File: src/rtl/piso_tx_scheduler_pkg.sv
// Shared types and sizing helpers for the PISO transmit scheduler.
package piso_sched_pkg;

    typedef enum logic [1:0] {
        IDLE  = 2'd0,
        SHIFT = 2'd1,
        GAP   = 2'd2
    } state_t;

    // max(1, $clog2(n)): keeps counters and indices at least one bit wide
    function automatic int unsigned width_of(input int unsigned n);
        return (n <= 2) ? 1 : $clog2(n);
    endfunction

endpackage

File: src/rtl/piso_tx_scheduler_rr_arbiter.sv
// Combinational round-robin arbiter: first requester at or after ptr, wrapping.
module rr_arbiter
    import piso_sched_pkg::*;
#(
    parameter int unsigned N  = 4,
    parameter int unsigned IW = width_of(N)
) (
    input  logic [N-1:0]  req,
    input  logic [IW-1:0] ptr,
    output logic [N-1:0]  grant,
    output logic [IW-1:0] idx,
    output logic          any
);

    logic [31:0] cand;

    always_comb begin
        grant = '0;
        idx   = '0;
        any   = 1'b0;
        cand  = '0;
        for (int unsigned i = 0; i < N; i++) begin
            cand = {{(32-IW){1'b0}}, ptr} + i;
            if (cand >= N) begin
                cand = cand - N;
            end
            if (!any && req[cand[IW-1:0]]) begin
                any                = 1'b1;
                grant[cand[IW-1:0]] = 1'b1;
                idx                = cand[IW-1:0];
            end
        end
    end

endmodule

File: src/rtl/piso_tx_scheduler.sv
// Round-robin loads NUM_REQ word sources into one external PISO and
// frames the serial line (valid/last/source) over DATA_WIDTH shift cycles.
module piso_tx_scheduler
    import piso_sched_pkg::*;
#(
    parameter int unsigned DATA_WIDTH = 16,
    parameter int unsigned NUM_REQ    = 4,
    parameter int unsigned GAP_CYCLES = 0,
    localparam int unsigned SRC_W     = width_of(NUM_REQ)
) (
    input  logic                          clk,
    input  logic                          reset,
    input  logic [NUM_REQ-1:0]            req_valid,
    input  logic [NUM_REQ*DATA_WIDTH-1:0] req_data,
    output logic [NUM_REQ-1:0]            req_ready,
    output logic [DATA_WIDTH-1:0]         sr_din,
    output logic                          sr_din_en,
    output logic                          ser_valid,
    output logic                          ser_last,
    output logic [SRC_W-1:0]              ser_src,
    output logic                          busy
);

    localparam int unsigned BC_W = width_of(DATA_WIDTH);
    localparam int unsigned GC_W = width_of(GAP_CYCLES + 1);
    localparam logic [BC_W-1:0]  LAST_BIT = BC_W'(DATA_WIDTH - 1);
    localparam logic [SRC_W-1:0] LAST_SRC = SRC_W'(NUM_REQ - 1);

    state_t            state_q, state_d;
    logic [BC_W-1:0]   bit_cnt_q, bit_cnt_d;
    logic [GC_W-1:0]   gap_cnt_q, gap_cnt_d;
    logic [SRC_W-1:0]  rr_ptr_q, rr_ptr_d;
    logic [SRC_W-1:0]  src_q, src_d;

    logic [NUM_REQ-1:0] grant;
    logic [SRC_W-1:0]   gnt_idx;
    logic               any_req;
    logic               last_bit;
    logic               load;

    rr_arbiter #(
        .N  (NUM_REQ),
        .IW (SRC_W)
    ) u_arb (
        .req   (req_valid),
        .ptr   (rr_ptr_q),
        .grant (grant),
        .idx   (gnt_idx),
        .any   (any_req)
    );

    always_ff @(posedge clk) begin
        if (reset) begin
            state_q   <= IDLE;
            bit_cnt_q <= '0;
            gap_cnt_q <= '0;
            rr_ptr_q  <= '0;
            src_q     <= '0;
        end else begin
            state_q   <= state_d;
            bit_cnt_q <= bit_cnt_d;
            gap_cnt_q <= gap_cnt_d;
            rr_ptr_q  <= rr_ptr_d;
            src_q     <= src_d;
        end
    end

    always_comb begin
        state_d   = state_q;
        bit_cnt_d = bit_cnt_q;
        gap_cnt_d = gap_cnt_q;
        rr_ptr_d  = rr_ptr_q;
        src_d     = src_q;
        req_ready = '0;
        sr_din    = '0;
        sr_din_en = 1'b0;

        last_bit = (state_q == SHIFT) && (bit_cnt_q == LAST_BIT);
        // Load is suppressed under reset so no source sees an accept that is then discarded
        load = !reset && any_req &&
               ((state_q == IDLE) || (last_bit && (GAP_CYCLES == 0)));

        if (load) begin
            req_ready = grant;
            sr_din    = req_data[32'(gnt_idx)*DATA_WIDTH +: DATA_WIDTH];
            sr_din_en = 1'b1;
            rr_ptr_d  = (gnt_idx == LAST_SRC) ? '0 : gnt_idx + SRC_W'(1);
            src_d     = gnt_idx;
        end

        case (state_q)
            IDLE: begin
                if (load) begin
                    state_d   = SHIFT;
                    bit_cnt_d = '0;
                end
            end
            SHIFT: begin
                if (!last_bit) begin
                    bit_cnt_d = bit_cnt_q + BC_W'(1);
                end else if (load) begin
                    bit_cnt_d = '0;
                end else if (GAP_CYCLES > 0) begin
                    state_d   = GAP;
                    gap_cnt_d = GC_W'(GAP_CYCLES - 1);
                end else begin
                    state_d = IDLE;
                end
            end
            GAP: begin
                if (gap_cnt_q == '0) begin
                    state_d = IDLE;
                end else begin
                    gap_cnt_d = gap_cnt_q - GC_W'(1);
                end
            end
            default: state_d = IDLE;
        endcase

        ser_valid = (state_q == SHIFT);
        ser_last  = last_bit;
        ser_src   = src_q;
        busy      = (state_q != IDLE);
    end

endmodule

File: config.mk
export PLATFORM = sky130hd
export DESIGN_NAME = piso_tx_scheduler
export DESIGN_NICKNAME = d
export VERILOG_FILES = /design/src/rtl/piso_tx_scheduler_pkg.sv /design/src/rtl/piso_tx_scheduler_rr_arbiter.sv /design/src/rtl/piso_tx_scheduler.sv
export SDC_FILE = /design/constraint.sdc
export NUM_CORES = 1
export LEC_CHECK = 0
export ABC_AREA = 0
export ABC_CLOCK_PERIOD_IN_PS = 4750
export CORE_ASPECT_RATIO = 1.5
export CORE_MARGIN = 10
export CORE_UTILIZATION = 36
export DETAILED_ROUTE_END_ITERATION = 7
export PLACE_DENSITY_LB_ADDON = 0.05
export SLEW_MARGIN = 20
export SYNTH_ARGS = -nofsm -noshare
export SYNTH_HDL_FRONTEND = slang
export SYNTH_SLANG_ARGS = --single-unit
File: constraint.sdc
create_clock -name clk -period 4.75 [get_ports clk]
set_input_delay 1.425 -clock clk [delete_from_list [all_inputs] [get_ports clk]]
set_output_delay 1.425 -clock clk [all_outputs]
set_load 0.02 [all_outputs]
* Yosys cells after proc, flatten, opt, wreduce, memory -nomap -nowiden *
Index checks and enable logic that the tools add are counted.

word-level totals
  flip-flop bits (word level) = 11
  latch bits = 0
  bits in writable memories = 0
  memory bits (read-only) = 0
  input port bits = 70
  output and inout bits = 26
  word-level logic and storage cells = 103
  memories = 0

operators by class
  add/subtract/negate cells = 10
  $mul = 0
  div/mod/pow operators = 0
  order comparisons = 12
  eq/ne operators = 8
  shift operators = 1
  mux-type cells = 45
  bitwise gates (word level) = 3
  reductions and logical operators = 19

operators by type and width
  operator             count
  $shiftx 64x7->16     1
  $mux 4               7
  $mux 2               13
  $mux 16              1
  $mux 1               14
  $lt 2x3->1 const B   4
  $or 4x4->4           3
  $logic_and 1x1->1    10
  $ge 3x3->1 const B   3
  $bmux 1 s2           4
  $demux 1 s2          4
  $ge 2x1->1 const B   4
  $pmux 4 s2           1
  $sub 2x1->2 const B  4
  $add 2x2->3 const B  2
  $ne 2x2->1 const B   3
  $pmux 2 s3           1
  $add 4x1->4 const B  1
  $eq 2x2->1 const B   2
  $eq 4x4->1 const B   1
  $logic_not 1->1      4
  $reduce_and 4->1     1
  $reduce_bool 2->1    2
  $add 2x1->3 const B  1
  7 further kinds      7

* Logic depth before layout (Yosys ltp) *
Gate-level depths: netlist of the first run.

  word-level depth = 19
  mapped depth = 12
  mapped depth without buffers = 11

* Cells and area by module *
A second synthesis of the first run with hierarchy kept.

unflattened totals
  cells, all modules = 134
  area total of the unflattened synthesis = 1,432.6 sq um

by module, submodules not included
  module             instances  cells an instance  area each (sq um)
  piso_tx_scheduler  1          89                 1,013.5
  rr_arbiter         1          45                 419.2

* Least setup slack after synthesis of the first run *
Ideal clock, no wire load.

  path type = input to output
  start = in req_valid[1]
  end = out sr_din[10]
  arrival = 3.228 ns
  slack = 0.097 ns
  cell stages on the path = 7
  buffers on the path = 1
  cell sequence = mux2_2 mux2_2 nor2_4 mux2i_4 buf_8 mux2i_1 o22ai_1

between the ends
  word-level cells in the longest chain between the ends = 15

ends and longest elaborated chain
  what                                                 line                     RTL
  start, declared                                      piso_tx_scheduler.sv:13  input logic [NUM_REQ-1:0] req_valid,
  branches (longest 14 deep; another with $bmux 1 s2)  --
  $mux 16 *                                            piso_tx_scheduler.sv:83  if (load) begin
  end, declared                                        piso_tx_scheduler.sv:16  output logic [DATA_WIDTH-1:0] sr_din,

Every way passes the cells marked *. The select of a mux whose other input is x is not followed.

* Worst setup path in the final report of the first run *
  start = in req_valid[2]
  end = out sr_din[14]

Same word-level chain as after synthesis.

==> results by group, run 1 <==
Outcome
  • Status: finished with violations
  • Violated checks: setup timing

Global routing
  • First-pass GRT wire length: 9.36 mm
  • Gr usage total: between 10% and 20%
  • Vias in the first global route: 1916
  • Grt total ovfl: 0
  • Grt met1 use: approximately 14%
  • Pin count of the biggest net entering global routing: 18
  • M2 GR Usage: 31.3%
  • Met3 Usage GRT: a little under an eighth
  • Global route hottest layer: met2
  • Initial antenna violation count: 0

Critical path
  • Crit path DAT: 3.38 ns
  • Buf/Inv on CP: 5
  • WS Path Type: in -> out
  • Crit. End Element: primary output
  • CP Launch Point: req_valid[2]
  • Crit path max-delay family: multiplexers
  • RR Startpoint: rr_ptr_q[0]
  • Worst path depth: 11
  • Cell Chain, Critical Path: buf_8, mux2_4, mux2_4, nor2_4, mux2i_4, buf_12, buf_12, buf_6, mux2i_1, o22ai_1, buf_4
  • CP startpoint kind: input port
  • CP max stage delay: between 0.3 and 0.4 ns
  • Reg2Reg Depth: 13
  • Required @ worst endpoint: approximately 3.3 ns
  • Flop-to-flop setup slack: ~1.5 ns
  • Slowest-stage cell, CP: mux2i_4
  • CP max FO: 6

Synth
  • FFs w/ async S/R, synth: 0%
  • Post-synth EDFFs: 0
  • Largest family of logic cells by synthesized area: multiplexers
  • Top cell type's share of synthesized area: 24.3%
  • Mux contribution to synthesized area: 31.5%
  • Compound-gate portion of the synthesized area: between 20% and 30%
  • Cell variety after synth: 45
  • Syn Nets: 245
  • Simple-gate share of the synthesized area: 16.5%
  • Post-Synth XOR/XNOR Area: 1.25%
  • Post-synthesis cell area: 1400 um2
  • Main synth FF type: dfxtp_1
  • Sequential fraction of the synthesis area: 12.8%
  • Syn_area_per_cell: 8.50 um2
  • Cells after Synth: 165
  • Post-synthesis register bit count: 9
  • Post-synth top area cell: mux2i_1
  • Synth warn: 0
  • Adder-Cell Fraction of Synth Area: 8.92%
  • Ranking of synthesized cells by area: mux2i_1, dfxtp_1, ha_1, o22ai_1, a21oi_1

STA
  • Worst slew margin: 77.5%
  • Hold Vio Cnt, Final: 0
  • Layout Skew: 0.00595 ns
  • Worst-margin pin slew: 0.335 ns
  • Setup tns final: -0.0721 ns
  • Clock period minus worst slack: 4.80 ns
  • Endpoints failing setup: 2
  • Fmax: 208 MHz
  • Slew Viols, Final: 0
  • Fin crit share: 101%
  • RSZ-0062 raised after global routing: yes
  • PnR worst setup slack: -0.0507 ns

Finish
  • Layout cells sized above 1: 25.0%
  • Fillers: 305
  • Antenna cell count: 0
  • Non-filler instance count after layout: 331
  • Util after Layout: 72.7%
  • Most frequent cells in the layout: clkdlybuf4s50_1, buf_4, mux2i_1
  • Final net count: 369
  • Most common cell after layout, fill and taps aside: clkdlybuf4s50_1
  • Area Growth Syn to Fin: 92.5%

Floorplanning
  • Chip height: a little under 100 um
  • Ports: 96
  • Die area: 6840 um2
  • # rows: 27
  • Core Region: 3720 um2
  • Initial Util: a little under two fifths
  • Die W: 71.0 um

Detailed routing
  • DR WL/cell: 17.5 um
  • DRT antenna net count: 0
  • Vias: roughly 1800
  • Vias per Instance: 5.31
  • Drt total wl: 5.80 mm
  • Drc violations: 0
  • Drt first-iter violations: slightly above 90
  • DR pass1 iterations: 4

Clocking
  • Clk buf depth: 2
  • CTS tree: yes
  • Number of H-tree levels: 1
  • Clk sinks: 9
  • Clock root cell: clkbuf_8
  • Clk_lat worst skew: 0.24 ns
  • Clk slew on worst S/H paths: 0.04 ns
  • Inserted Clock Buffers: 3

Worst hold path
  • Start point of the worst hold path: bit_cnt_q[3]
  • Hold path depth: 2
  • Hold WC Path Type: reg -> reg

Power
  • Leakage: 1.27 nW
  • Reg power frac: 10.3%
  • Clock power frac: about a tenth
  • Comb power frac: 79.5%
  • Max VDD drop: 0.207 mV
  • Sw frac: 38.2%
  • Pwr Density: 326 nW/um2
  • Internal power: 0.543 mW
  • Switching power: 0.337 mW

Placement
  • Placed Instances: 317
  • Placer Congestion: between 0.8 and 0.9
  • HPWL after detailed placement: 4.77 mm
  • Port Buf Inserts: 95

Run
  • Max_cap viols: 0
==> synth_stat cells, types with 2 or more instances <==
cell type,number
a221o_1,4
inv_1,4
or3_1,2
dfxtp_1,9
nor2_1,9
ha_1,10
o22ai_1,17
nor3_1,2
inv_2,3
mux2_2,3
buf_2,3
buf_12,2
nand4_1,2
nand3b_1,3
mux2i_1,34
mux4_2,2
nand2_1,9
o21ai_0,7
nand3_1,3
and2_1,2
nand2b_1,2
a21oi_1,10
==> what timing repair did <==
item                                    CTS  global route
buffers inserted                          9             0
pin swaps                                10             8
endpoints found under the setup margin   21            17
gates resized for setup                 111            10
hold buffers                              0             0
gates cloned                              3             0
==> routing by layer <==
layer  share of wire (%)  vias up  wire, um
li1                    -      875         -
met1                  32      795      1860
met2                  52       80      2990
met3                  15        8       885
met4                 1.0        0        58
met5                   0        -         0
==> power by group through the flow <==
stage                     clock, mW  sequential (mW)  combinational [mW]
after floorplan                   0            0.100               0.376
after global routing         0.0948           0.0919               0.756
after global placement            0           0.0913               0.584
after detailed placement          0           0.0916               0.590
after CTS                    0.0931           0.0902               0.717
final                        0.0892           0.0908               0.700
==> cell type report <==
class | instances | area (um2) | area share (%)
repair buffers | 129 | 1280 | 47.3
clock inverters | 1 | 5.00 | 0.185
flip-flops and latches | 9 | 180 | 6.67
clock buffers | 3 | 41.3 | 1.53
inverters | 7 | 26.3 | 0.973
multi-input cells | 139 | 1120 | 41.3
well taps | 43 | 53.8 | 1.99
==> stage by stage <==
step / worst slack [ns] / instance area (um2) / total power [mW] / hold WS (ns)
finish: -0.0507 / 2700 / 0.880 / 0.490
global route: -0.134 / 2700 / 0.943 / 0.522
CTS: -0.0676 / 2690 / 0.900 / 0.476
detailed placement: -0.846 / 2520 / 0.682 / 0.464
global placement: -0.757 / 2520 / 0.675 / 0.465
floorplan: 0.0965 / 1400 / 0.476 / 0.463
==> flip-flops by register name, indices dropped and copies added (netlist names) <==
| name | flops |
|---|---|
| ser_src | 2 |
| rr_ptr_q | 2 |
| bit_cnt_q | 4 |
| state_q | 1 |
==> worst register-to-register path: stages, from the launching register on <==
cell	delay, ns
dfxtp_1	0.32
inv_1	0.12
ha_1	0.43
mux4_2	0.59
nor2b_4	0.17
nor2_4	0.05
mux2i_4	0.23
buf_6	0.17
buf_16	0.12
buf_4	0.10
inv_2	0.02
ha_1	0.18
or4_1	0.50
a21oi_1	0.14
==> final timing paths <==
path                        to
hold reg to reg   bit_cnt_q[3]
setup reg to reg   rr_ptr_q[0]
setup / recovery    sr_din[14]
hold / removal    bit_cnt_q[3]
==> cells by family (layout without fill, tap and decap cells) <==
group,Yosys count,in the layout
xor gates and xnor gates,2,2
DFF,9,9
muxes,40,40
adders and majority gates,10,10
buffers and inverters,17,140
and+or+nand+nor,42,42
AOI/OAI and AO/OA,45,45
Power figures use the tool's default switching activity.
==> run 2, diff against run 1 <==
--- a/config.mk
+++ b/config.mk
@@ -7,6 +7,7 @@
 export LEC_CHECK = 0
 export ABC_AREA = 0
 export ABC_CLOCK_PERIOD_IN_PS = 4750
+export CAP_MARGIN = 5
 export CORE_ASPECT_RATIO = 1.5
 export CORE_MARGIN = 10
 export CORE_UTILIZATION = 36
==> results of run 2 <==
No change in the layout: final DEF, timing and power equal those of run 1.
==> run 3, diff against run 2 <==
--- a/config.mk
+++ b/config.mk
@@ -11,6 +11,7 @@
 export CORE_ASPECT_RATIO = 1.5
 export CORE_MARGIN = 10
 export CORE_UTILIZATION = 36
+export CTS_CLUSTER_SIZE = 8
 export DETAILED_ROUTE_END_ITERATION = 7
 export PLACE_DENSITY_LB_ADDON = 0.05
 export SLEW_MARGIN = 20
==> results of run 3 <==
No change in the layout: final DEF, timing and power equal those of run 1.
